==> src/rtl/mux4_rr_arbiter_if.sv <==
// Bundle of the requester-side and downstream-side signals of the 4:1 round-robin mux arbiter.
// The slave modport is the arbiter; the master modport is whatever drives the requesters and the sink.
interface mux4_rr_arbiter_if #(
    parameter int WIDTH = 8
);
    logic [3:0]         req;
    logic [3:0]         last;
    logic [4*WIDTH-1:0] data_in;
    logic               out_ready;
    logic [3:0]         grant;
    logic [1:0]         sel;
    logic               out_valid;
    logic [WIDTH-1:0]   out_data;

    modport master (
        output req, last, data_in, out_ready,
        input  grant, sel, out_valid, out_data
    );

    modport slave (
        input  req, last, data_in, out_ready,
        output grant, sel, out_valid, out_data
    );
endinterface

==> src/rtl/mux4_rr_arbiter.sv <==
// Round-robin arbiter that sequences the select of a 4:1 mux under a valid/ready handshake.
// Optional multi-beat grants are enabled with the MUX_ARB_BURST_EN macro.
module mux4_rr_arbiter #(
    parameter int WIDTH     = 8,
    parameter int MAX_BURST = 4
) (
    input  logic                 clk,
    input  logic                 rst_n,
    mux4_rr_arbiter_if.slave     bus
);

    typedef enum logic {
        IDLE  = 1'b0,
        GRANT = 1'b1
    } state_t;

    state_t     r_state, w_state_next;
    logic [3:0] r_grant, w_grant_next;
    logic [1:0] r_sel, w_sel_next;
    logic [1:0] r_ptr, w_ptr_next;
    logic       r_valid, w_valid_next;

    logic [WIDTH-1:0] w_slice [4];
    logic [3:0]       w_arb_req;
    logic [1:0]       w_arb_ptr;
    logic [1:0]       w_win;
    logic             w_any;
    logic             w_abort;
    logic             w_accept;
    logic             w_burst_more;

    genvar gi;
    generate
        for (gi = 0; gi < 4; gi++) begin : g_slice
            assign w_slice[gi] = bus.data_in[gi*WIDTH +: WIDTH];
        end
    endgenerate

    assign w_abort  = (r_state == GRANT) && !bus.req[r_sel];
    assign w_accept = (r_state == GRANT) && bus.req[r_sel] && bus.out_ready;

    // While granted, the current owner is excluded and the search starts just past it,
    // which is exactly where the pointer will land if this beat completes the grant.
    assign w_arb_req = (r_state == GRANT) ? (bus.req & ~r_grant) : bus.req;
    assign w_arb_ptr = (r_state == GRANT) ? (r_sel + 2'd1) : r_ptr;
    assign w_any     = |w_arb_req;

    always_comb begin
        logic [1:0] idx;
        w_win = 2'd0;
        idx   = 2'd0;
        for (int k = 3; k >= 0; k--) begin
            idx = w_arb_ptr + 2'(k);
            if (w_arb_req[idx]) begin
                w_win = idx;
            end
        end
    end

`ifdef MUX_ARB_BURST_EN
    localparam int                CW       = $clog2(MAX_BURST) + 1;
    localparam logic [CW-1:0]     BEAT_MAX = CW'(MAX_BURST - 1);

    logic [CW-1:0] r_beat, w_beat_next;

    assign w_burst_more = !bus.last[r_sel] && (r_beat < BEAT_MAX);

    always_comb begin
        w_beat_next = r_beat;
        if (w_abort) begin
            w_beat_next = '0;
        end else if (w_accept) begin
            w_beat_next = w_burst_more ? (r_beat + CW'(1)) : '0;
        end
    end

    always_ff @(posedge clk or negedge rst_n) begin
        if (!rst_n) begin
            r_beat <= '0;
        end else begin
            r_beat <= w_beat_next;
        end
    end
`else
    assign w_burst_more = 1'b0;
`endif

    always_comb begin
        w_state_next = r_state;
        w_grant_next = r_grant;
        w_sel_next   = r_sel;
        w_ptr_next   = r_ptr;
        w_valid_next = r_valid;
        case (r_state)
            IDLE: begin
                if (w_any) begin
                    w_state_next = GRANT;
                    w_grant_next = 4'b0001 << w_win;
                    w_sel_next   = w_win;
                    w_valid_next = 1'b1;
                end
            end
            GRANT: begin
                if (w_abort) begin
                    w_state_next = IDLE;
                    w_grant_next = 4'b0000;
                    w_valid_next = 1'b0;
                end else if (w_accept && !w_burst_more) begin
                    w_ptr_next = r_sel + 2'd1;
                    if (w_any) begin
                        w_grant_next = 4'b0001 << w_win;
                        w_sel_next   = w_win;
                    end else begin
                        w_state_next = IDLE;
                        w_grant_next = 4'b0000;
                        w_valid_next = 1'b0;
                    end
                end
            end
            default: begin
                w_state_next = IDLE;
                w_grant_next = 4'b0000;
                w_valid_next = 1'b0;
            end
        endcase
    end

    always_ff @(posedge clk or negedge rst_n) begin
        if (!rst_n) begin
            r_state <= IDLE;
            r_grant <= 4'b0000;
            r_sel   <= 2'd0;
            r_ptr   <= 2'd0;
            r_valid <= 1'b0;
        end else begin
            r_state <= w_state_next;
            r_grant <= w_grant_next;
            r_sel   <= w_sel_next;
            r_ptr   <= w_ptr_next;
            r_valid <= w_valid_next;
        end
    end

    assign bus.grant     = r_grant;
    assign bus.sel       = r_sel;
    assign bus.out_valid = r_valid;
    assign bus.out_data  = r_valid ? w_slice[r_sel] : '0;

endmodule

==> src/flat_wrapper.sv <==
// flat-port wrapper written by rule: the top's interface ports become plain ports
module mux4_rr_arbiter_flat 
#(
    parameter int WIDTH     = 8,
    parameter int MAX_BURST = 4
)
  (clk, rst_n, bus_req, bus_last, bus_data_in, bus_out_ready, bus_grant, bus_sel, bus_out_valid, bus_out_data);
  mux4_rr_arbiter_if #(.WIDTH(WIDTH)) bus_i ();
  input  logic clk;
  input  logic rst_n;
  input wire logic [$bits(bus_i.req)-1:0] bus_req;
  input wire logic [$bits(bus_i.last)-1:0] bus_last;
  input wire logic [$bits(bus_i.data_in)-1:0] bus_data_in;
  input wire logic [$bits(bus_i.out_ready)-1:0] bus_out_ready;
  output wire logic [$bits(bus_i.grant)-1:0] bus_grant;
  output wire logic [$bits(bus_i.sel)-1:0] bus_sel;
  output wire logic [$bits(bus_i.out_valid)-1:0] bus_out_valid;
  output wire logic [$bits(bus_i.out_data)-1:0] bus_out_data;
  assign bus_i.req = bus_req;
  assign bus_i.last = bus_last;
  assign bus_i.data_in = bus_data_in;
  assign bus_i.out_ready = bus_out_ready;
  assign bus_grant = bus_i.grant;
  assign bus_sel = bus_i.sel;
  assign bus_out_valid = bus_i.out_valid;
  assign bus_out_data = bus_i.out_data;
  mux4_rr_arbiter #(.WIDTH(WIDTH), .MAX_BURST(MAX_BURST)) u_core (.clk(clk), .rst_n(rst_n), .bus(bus_i));
endmodule
==> config.mk <==
export PLATFORM = sky130hd
export DESIGN_NAME = mux4_rr_arbiter_flat
export DESIGN_NICKNAME = d
export VERILOG_FILES = /design/src/rtl/mux4_rr_arbiter_if.sv /design/src/rtl/mux4_rr_arbiter.sv /design/src/flat_wrapper.sv
export SDC_FILE = /design/constraint.sdc
export NUM_CORES = 1
export LEC_CHECK = 0
export CAP_MARGIN = 25
export CORE_ASPECT_RATIO = 0.8
export CORE_MARGIN = 2
export CORE_UTILIZATION = 36
export DETAILED_ROUTE_END_ITERATION = 8
export PLACE_DENSITY = 0.83
export SLEW_MARGIN = 25
export SYNTH_ARGS = -nofsm -noshare
export SYNTH_HDL_FRONTEND = slang
export SYNTH_SLANG_ARGS = --single-unit
==> constraint.sdc <==
create_clock -name clk -period 2 [get_ports clk]
set_clock_uncertainty 0.2 [all_clocks]
set_input_delay 0.2 -clock clk [delete_from_list [all_inputs] [get_ports clk]]
set_output_delay 0.2 -clock clk [all_outputs]
set_load 0.005 [all_outputs]
==> results of run 1 <==
-- cell usage after synthesis (2+ instances only) --
master,count
nand2_1,12
dfrtp_1,10
mux4_2,9
and2_1,8
o21ai_0,7
buf_2,3
nor2_1,3
nor2b_1,3
o21ai_1,3
a21boi_1,2
a21oi_1,2
a22o_1,2
inv_1,2
nand3_1,2
-- registers in the layout (all words and copies together) (netlist names) --
| name | cells |
|---|---|
| u_core.r_ptr | 2 |
| u_core.bus.out_valid | 1 |
| u_core.r_state | 1 |
| u_core.bus.grant | 4 |
| u_core.bus.sel | 2 |
-- cells by family after synthesis --
family                 share of synthesized area
multiplexers                               0.232
AO/OA/AOI/OAI                              0.240
flip-flops                                 0.272
buffers and inverters                     0.0489
XOR/XNOR                                 0.00951
AND/OR/NAND/NOR                            0.197
-- area by class of cell --
| class | count | area [um2] | area share |
|---|---|---|---|
| clock buffer | 4 | 36.3 | 0.0215 |
| inverter | 3 | 11.3 | 0.00666 |
| multi-input combinational | 75 | 676 | 0.400 |
| tap | 36 | 45.0 | 0.0266 |
| sequential | 10 | 254 | 0.150 |
| timing repair buffer | 71 | 668 | 0.395 |
-- critical path: cells and delay by family, from the launching register on --
family,cells,cell delay (ns)
buf+inv,3,0.34
flops,1,0.41
mux,1,0.49
simple gates,1,0.17
-- power groups by stage --
stage / Clock (mW) / Sequential (mW) / Combinational [mW]
5_1_grt: 0.196 / 0.468 / 1.76
3_3_place_gp: 0 / 0.423 / 1.41
3_5_place_dp: 0 / 0.420 / 1.48
6_report: 0.186 / 0.453 / 1.65
4_1_cts: 0.184 / 0.430 / 1.57
2_1_floorplan: 0 / 0.372 / 0.862
-- path summary, 6_finish.rpt --
| kind | endpoint | cells past startpoint |
|---|---|---|
| setup / recovery | bus_out_data[0] | 5 |
| hold / removal | u_core.bus.grant[3] | 1 |
| setup reg to reg | u_core.bus.grant[2] | 6 |
| hold reg to reg | u_core.r_ptr[1] | 2 |
| max in group asynchronous | u_core.r_state | 1 |
| min in group clk | u_core.r_ptr[1] | 2 |
-- repair_timing --
item | CTS | global route
buffers inserted | 2 | 1
gates cloned | 1 | 0
hold buffers | 0 | 0
resized for setup | 42 | 11
pin swaps | 0 | 2
setup endpoints to repair | 10 | 14
-- layout by cell type, fill, tap and decap left out, types with 2 or more instances in the layout --
cell	n
and2_4	3
buf_4	15
o21ai_0	6
mux4_2	9
nor2_1	3
nand2_1	12
and2_1	5
buf_6	4
clkbuf_4	3
inv_1	2
dfrtp_1	7
a22o_1	2
clkdlybuf4s50_1	45
o21ai_2	2
buf_2	5
nor2b_1	3
o21ai_1	3
dfrtp_2	3
-- stage by stage --
stage          cell area, um2  setup TNS (ns)
2_1_floorplan             921               0
4_1_cts                  1670          -0.414
3_3_place_gp             1590          -0.895
3_5_place_dp             1590           -1.50
5_1_grt                  1690          -0.677
6_report                 1690          -0.352
-- routing by layer --
metal  part of all wire  vias up
met5                  0        -
met4              0.026        0
met3              0.047       12
met2               0.53       37
met1               0.40      531
li1                   -      500
==> run metrics, run 1 <==
Max Cap Viol 0; port buffer count 53; number of unique standard cell types used by synthesis 39; Final Routed Wirelength 3480 um; Boundary Pins 58; height of the die just under 50 um; global router's overall resource usage 0.244; Max Fclk roughly 480 MHz; Post-DP HPWL between 2000 and 3000 um; Worst-Skew Late Latency roughly 0.28 ns; period utilization 1.04; global placer's final weighted congestion approximately 0.91; number of instances in the synthesized netlist between 90 and 100; GR Overflow Total 0; Clock Tree Root clkbuf_4; fin. max-slew vios 0; Final setup violation count 6; source of the critical timing path u_core.bus.sel[0]; EDFF count, synth 0; unrepaired setup endpoints after global routing true; series of cell instances along the critical path buf_12 > buf_8 > mux4_2 > and2_1 > buf_2; Clk pin slew, worst setup/hold paths roughly 0.070 ns; worst slew pin tran 0.492 ns; die width 60.5 um; synth warn 0; Routed WL per cell 17.5 um; total power divided by cell area approximately 1400 mW/mm2; global routing met1 resource utilization 0.294; fraction of final layout cells with drive strength greater than 1 0.350; top post-synthesis cells by area dfrtp_1 (27%), mux4_2 (22%), and2_1 (5.4%), nand2_1 (4.9%), o21ai_0 (3.8%); DP Cell Count 192; largest vdd supply drop 0.570 mV; delay of the slowest cell on the worst path about 0.49 ns; Post-Syn Nets 136; cell taking the most area after synthesis dfrtp_1; reported net switching power between 0.9 and 1 mW; fin crit period around 2.1 ns; TritonCTS clock tree yes; power share of the sequential group 0.198; number of nets at the end of the flow between 200 and 250; number of routed nets with antenna violations 0; area share of the leading cell type in the synthesized netlist 0.272; pre-CTS setup slack -0.216 ns; TritonCTS Buffers 3; mean instance size in the synthesized netlist between 9 and 10 um2; most used flip-flop cell after synthesis dfrtp_1; Min-Delay Path Class in2async; drt drc 0; worst reg2reg path startpoint u_core.bus.sel[0]; static power due to leakage slightly below 0.7 nW; starting density of the core 0.377; post-layout total power between 2 and 2.5 mW; CP max-delay cell mux4_2; internal power 1.36 mW; Data required, critical path roughly 1.6 ns; number of buffers between clock root and the deepest sink 2; count of placed standard cells in the final layout, fillers left out ~200; core box area about 0.0024 mm2; TritonRoute pass-1 iters 4; clock net sink count 10; final number of hold-violating endpoints 0; GR Util met2 0.420; global route hottest layer met2; violations in the final reports setup timing; met3 track demand over resource in global routing 0.0610; flop-to-flop setup slack -0.04 ns; Worst Path Arrival between 1.5 and 2 ns; final antenna diode count 0; fin util 0.692; Setup Crit Path Kind reg2out; Slew Limit Headroom 0.671; proportion of synthesized chip area in sequential cells 0.272; sort of element at the start of the critical path flip-flop; clock network fraction of total power 0.081; logic gate share of total power 0.721; Max Fanout on Critical Path 3; Net Sw Frac 0.405; status complete, but fails checks; die footprint between 0.002 and 0.003 mm2; async set or reset register ratio after synthesis 1.00; slack of the critical path -0.0877 ns; post-synthesis register bit count 10; total standard cell area after synthesis about 920 um2; vias in the first global route about 1100; # H-tree levels 1; per-cell via count in the routed design around 5.4; pin count of the biggest net entering global routing 12; CP endpoint kind primary output; first-pass GRT wire length between 5000 and 6000 um; initial antenna violation count 0; via count of the routed design between 1000 and 1500; number of standard-cell rows in the floorplan 16; hold_ws 0.0499 ns; Area growth syn-to-layout 83.6%; number of fill cells in the layout 174; first-iteration detailed-routing DRC count between 50 and 60
Power figures use the tool's default switching activity.
==> run 2, diff against run 1 <==
--- a/config.mk
+++ b/config.mk
@@ -6,8 +6,7 @@
 export NUM_CORES = 1
 export LEC_CHECK = 0
 export CAP_MARGIN = 25
-export CORE_ASPECT_RATIO = 0.8
-export CORE_MARGIN = 2
+export CORE_MARGIN = 4
 export CORE_UTILIZATION = 36
 export DETAILED_ROUTE_END_ITERATION = 8
 export PLACE_DENSITY = 0.83
==> run metrics, run 2 (synthesis gave the netlist of run 1 again) <==
fin crit period roughly 2.1 ns; Slew Limit Headroom 0.667; status complete, but fails checks; logic depth of the worst register-to-register path 6; global route hottest layer met2; global router's overall resource usage 0.207; number of buffers between clock root and the deepest sink 2; violations in the final reports setup timing; vias in the first global route 1076; fraction of final layout cells with drive strength greater than 1 0.370; number of routed nets with antenna violations 0; final number of hold-violating endpoints 0; pin count of the biggest net entering global routing 15; CP endpoint kind primary output; TritonCTS Buffers 3; # H-tree levels 1; total power divided by cell area 1400 mW/mm2; port buffer count 53; first-iteration detailed-routing DRC count 24; via count of the routed design 1059; Boundary Pins just under 60; initial antenna violation count 0; largest vdd supply drop 0.918 mV; TritonCTS clock tree yes; count of placed standard cells in the final layout, fillers left out roughly 190; starting density of the core 0.375; Clock Tree Root clkbuf_4; die width between 50 and 60 um; global placer's final weighted congestion 0.913; Max Cap Viol 0; Worst Path Arrival ~1.7 ns; worst slew pin tran around 0.50 ns; number of flip-flops under the largest register name 4; Max Fclk ~470 MHz; clock net sink count 10; Clk pin slew, worst setup/hold paths ~0.070 ns; worst reg2reg path startpoint u_core.bus.sel[0]; period utilization 1.06; die footprint 0.00343 mm2; GR Overflow Total 0; Routed WL per cell roughly 18 um; commonest cells after routing, fill and taps aside clkdlybuf4s50_1 (45), nand2_1 (12), buf_4 (10); met3 track demand over resource in global routing 0.0526; slack of the critical path -0.117 ns; most common library cell in the layout ignoring fill and taps clkdlybuf4s50_1; number of standard-cell rows in the floorplan 18; Data required, critical path around 1.6 ns; GR Util met2 0.380; series of cell instances along the critical path clkbuf_16 > buf_8 > mux4_2 > and2_4 > buf_6; static power due to leakage ~0.71 nW; Critical R2R Capture u_core.bus.grant[0]; CP max-delay cell mux4_2; Setup Crit Path Kind reg2out; number of nets at the end of the flow between 200 and 250; Max Fanout on Critical Path 3; height of the die 58.6 um; Min-Delay Path Class in2async; flop-to-flop setup slack -0.03 ns; DP Cell Count 183; fin util 0.715; Area growth syn-to-layout 90.5%; first-pass GRT wire length 5310 um; final antenna diode count 0; fin. max-slew vios 0; Final Routed Wirelength 3530 um; Worst-Skew Late Latency between 0.2 and 0.3 ns; delay of the slowest cell on the worst path 0.48 ns; TritonRoute pass-1 iters 4; Post-DP HPWL 2570 um; unrepaired setup endpoints after global routing true; drt drc 0; sort of element at the start of the critical path flip-flop; Final setup violation count 10; per-cell via count in the routed design between 5 and 6; core box area 0.00245 mm2; global routing met1 resource utilization 0.236
-- run 2: cell types whose count changed in the layout (fill, tap and decap cells not counted), sizes merged --
| cell | previous run | this run |
|---|---|---|
| buf | 26 | 24 |
| clkbuf | 4 | 5 |
-- run 2: timing repair --
action / 4_1_cts / 5_1_grt
endpoints found under the setup margin: 11 / 14
hold buffers: 0 / 0
cloned: 1 / 0
buffers inserted: 4 / 0
pin swaps: 0 / 2
gates resized for setup: 45 / 19
-- run 2: cell type report --
cell class	instances	area, um2
Timing Repair Buffer	70	717
Inverter	3	11.3
Clock buffer	4	36.3
Sequential cell	10	254
Tap cell	30	37.5
Multi-Input combinational cell	75	698
Fill cell	179	701
-- run 2: worst max path at each step --
stage,slack (ns),end,from,cells past startpoint
after floorplan,0.18,u_core.bus.grant[0],u_core.bus.sel[0],6
after global placement,-0.14,u_core.bus.grant[0],bus_req[3],6
after detailed placement,-0.19,u_core.bus.grant[0],bus_req[3],6
after CTS,-0.12,bus_out_data[7],u_core.bus.sel[0],5
after global routing,-0.16,bus_out_data[0],u_core.bus.sel[0],5
final,-0.12,bus_out_data[0],u_core.bus.sel[0],5
-- run 2: through the flow --
stage                     TNS (ns)  setup WS (ns)  hold slack [ns]  area [um2]  power, mW
final                       -0.626         -0.117           0.0593        1750       2.46
after global routing         -1.19         -0.159           0.0826        1750       2.60
after CTS                   -0.729         -0.124           0.0624        1680       2.23
after detailed placement     -1.30         -0.189            0.332        1570       1.88
after global placement      -0.919         -0.138            0.324        1570       1.83
after floorplan                  0          0.185           -0.296         921       1.23
-- run 2: routing by layer --
layer	part of all wire	vias up
met5	0	-
met1	0.37	514
li1	-	495
met2	0.56	40
met3	0.048	10
met4	0.029	0
-- run 2: report_power, final --
group	switching (mW)	total, mW	internal [mW]
sequential	0.174	0.470	0.296
combinational	0.704	1.80	1.10
clock	0.0759	0.187	0.111
total	0.954	2.46	1.50
-- run 2: critical path: cells and delay by family, from the launching register on --
kind / cells / cell delay [ns]
muxes: 1 / 0.48
DFF: 1 / 0.43
buffers and inverters: 3 / 0.36
and+or+nand+nor: 1 / 0.17
==> patch (config.mk and constraints of run 2) <==
`WIDTH` is set to 8 in 3 places; all go to 6.
--- a/src/rtl/mux4_rr_arbiter_if.sv
+++ b/src/rtl/mux4_rr_arbiter_if.sv
@@ -3,3 +3,3 @@
 interface mux4_rr_arbiter_if #(
-    parameter int WIDTH = 8
+    parameter int WIDTH = 6
 );
--- a/src/rtl/mux4_rr_arbiter.sv
+++ b/src/rtl/mux4_rr_arbiter.sv
@@ -3,3 +3,3 @@
 module mux4_rr_arbiter #(
-    parameter int WIDTH     = 8,
+    parameter int WIDTH     = 6,
     parameter int MAX_BURST = 4
--- a/src/flat_wrapper.sv
+++ b/src/flat_wrapper.sv
@@ -3,3 +3,3 @@
 #(
-    parameter int WIDTH     = 8,
+    parameter int WIDTH     = 6,
     parameter int MAX_BURST = 4
Ports: changed (resized bus_data_in and bus_out_data); port bits go from 58 to 48. The function was not compared with the original's and may differ.
==> patch against run 2 <==
- the flow still finishes with violations (setup timing)
- setup slack improved by 0.11 ns
- combinational power fell by 17%
- synthesized area fell by 3.1%
- sequential cell count did not move
- final cell count fell by 9.4%
- count of clock-buffer cells in the layout fell by 1
- wire length fell by 9.9%
- fmax rose by 5.4%
- design area fell by 15%
- total power fell by 17%
- critical endpoint is now bus_out_data[5]
- synthesized cell count fell by 5.4%
==> patch: results (changes against run 2) <==
metric;value;unit;change
synth_cell_types;39;;unchanged
async_flop_share;1.000;;unchanged
vias_per_cell;5.638;;+2.2%
htree_levels;1;;unchanged
clk_path_buf_depth;2;;unchanged
nets;183;;-11%
tns;-0.007589;ns;+0.6189 ns
worst_slack;-0.007589;ns;+0.1091 ns
drv_slew;0;;unchanged
grt_pass1_vias;1019;;-5.3%
fillCellCount;178;;-0.56%
dr.pass1.iters;4;;unchanged
grt_use_total;0.1931;;-0.01413
cts_inserted_buffers;3;;unchanged
outcome;finished, violations left;;
relSlewSlack;0.6720;;+0.004554
largest_reg_flops;4;;unchanged
ctsRootBufferMaster;clkbuf_4;;
ys.flop_type;dfrtp_1;;
diodes;0;;unchanged
final-setup-viol-count;1;;-9
drtIter0Drc;33;;+38%
dp_hpwl;2382;microns;-7.4%
yosys_warnings;0;;unchanged
cap_viol_max_count;0;;unchanged
p_leak;0.6046;nW;-15%
grt_pass1_wl;4947;microns;-6.8%
synth_fp_nets;123;;-9.6%
antenna_found_initial;0;;unchanged
clk_pin_slew;0.06;ns;
grt_max_degree;14;;-1
arrival;1.61;ns;-0.11 ns
dpl_worst_slack;-0.2146;ns;-0.02533 ns
ff2ff_setup_slack;0.02;ns;+0.05 ns
worstHoldPathType;in -> async;;
clock_latency;0.27;ns;about the same
irDropWorstVdd;0.9285;mV;+1.1%
port_buffers;43;;-19%
synth_seq_area_share;0.2805;;+0.008766
crit_fanout;4;;+1
drive_gt1_frac;0.3493;;-0.02106
gp_congestion;0.9161;;+0.38%
yosys-top-cells-count;nand2_1 (11), dfrtp_1 (10), o21ai_0 (7);;
violations;setup timing;;
synth.area.top_cells;dfrtp_1 (28%), mux4_1 (18%), nand2_1 (4.6%);;
dpl_cell_area;1421;sq um;-9.5%
drt-total-wl;3177;microns;-9.9%
## patch: worst paths after layout
| path | start | endpoint | depth (start not counted) |
|---|---|---|---|
| worst max-delay path | u_core.bus.sel[0] | bus_out_data[5] | 4 |
| worst min-delay path | rst_n | u_core.bus.out_valid | 1 |
| worst max register to register | u_core.bus.sel[0] | u_core.bus.grant[0] | 6 |
| worst min register to register | u_core.bus.grant[3] | u_core.bus.grant[3] | 2 |
| max in group asynchronous | rst_n | u_core.bus.sel[1] | 1 |
| min in group clk | u_core.bus.grant[3] | u_core.bus.grant[3] | 2 |
## patch: layer usage
metal | up-vias | track usage | wire, microns
li1 | 455 | - | -
met1 | 494 | 0.2333 | 1263
met2 | 27 | 0.3452 | 1714
met4 | 0 | 0.03642 | 31
met5 | - | 0 | 0
met3 | 5 | 0.05122 | 168
## patch: per-stage QoR
step	cells	hold WS, ns
2_1_floorplan	88	-0.2956
3_3_place_gp	167	0.3271
3_5_place_dp	167	0.3425
4_1_cts	173	0.07331
5_1_grt	174	0.1023
6_report	174	0.06488
## patch: cell families after synthesis
family	synth area share
buffers and inverters	0.04207
DFF	0.2805
muxes	0.2146
xor gates and xnor gates	0.009819
and+or+nand+nor	0.1950
AOI/OAI and AO/OA	0.2581
## patch: what timing repair did
| action | 4_1_cts | 5_1_grt |
|---|---|---|
| pin swaps | 4 | 3 |
| buffers inserted | 3 | 1 |
| endpoints found under the hold margin | 0 | 0 |
| resized for setup | 34 | 13 |
| setup endpoints to repair | 12 | 12 |
## patch: critical path: stages (launching register included)
cell and delay, ns:
dfrtp_2 0.42, buf_6 0.14, mux4_2 0.50, and2_4 0.18
buf_6 0.11
## patch: layout make-up
| type | count | area (sq um) | share of cell area |
|---|---|---|---|
| sequential | 10 | 254.0 | 0.1696 |
| inverter | 3 | 11.26 | 0.007519 |
| clock buffer | 3 | 22.52 | 0.01504 |
| timing repair buffer | 59 | 544.3 | 0.3634 |
| tap | 28 | 35.03 | 0.02339 |
| multi-input combinational | 71 | 630.6 | 0.4211 |
## patch: report_power, final
part           switching (mW)  internal, mW  total (mW)  leakage, nW
logic                   0.654         0.831        1.49        0.469
clock network          0.0654        0.0694       0.135       0.0138
registers               0.135         0.297       0.431        0.122
total                   0.855          1.20        2.05        0.605
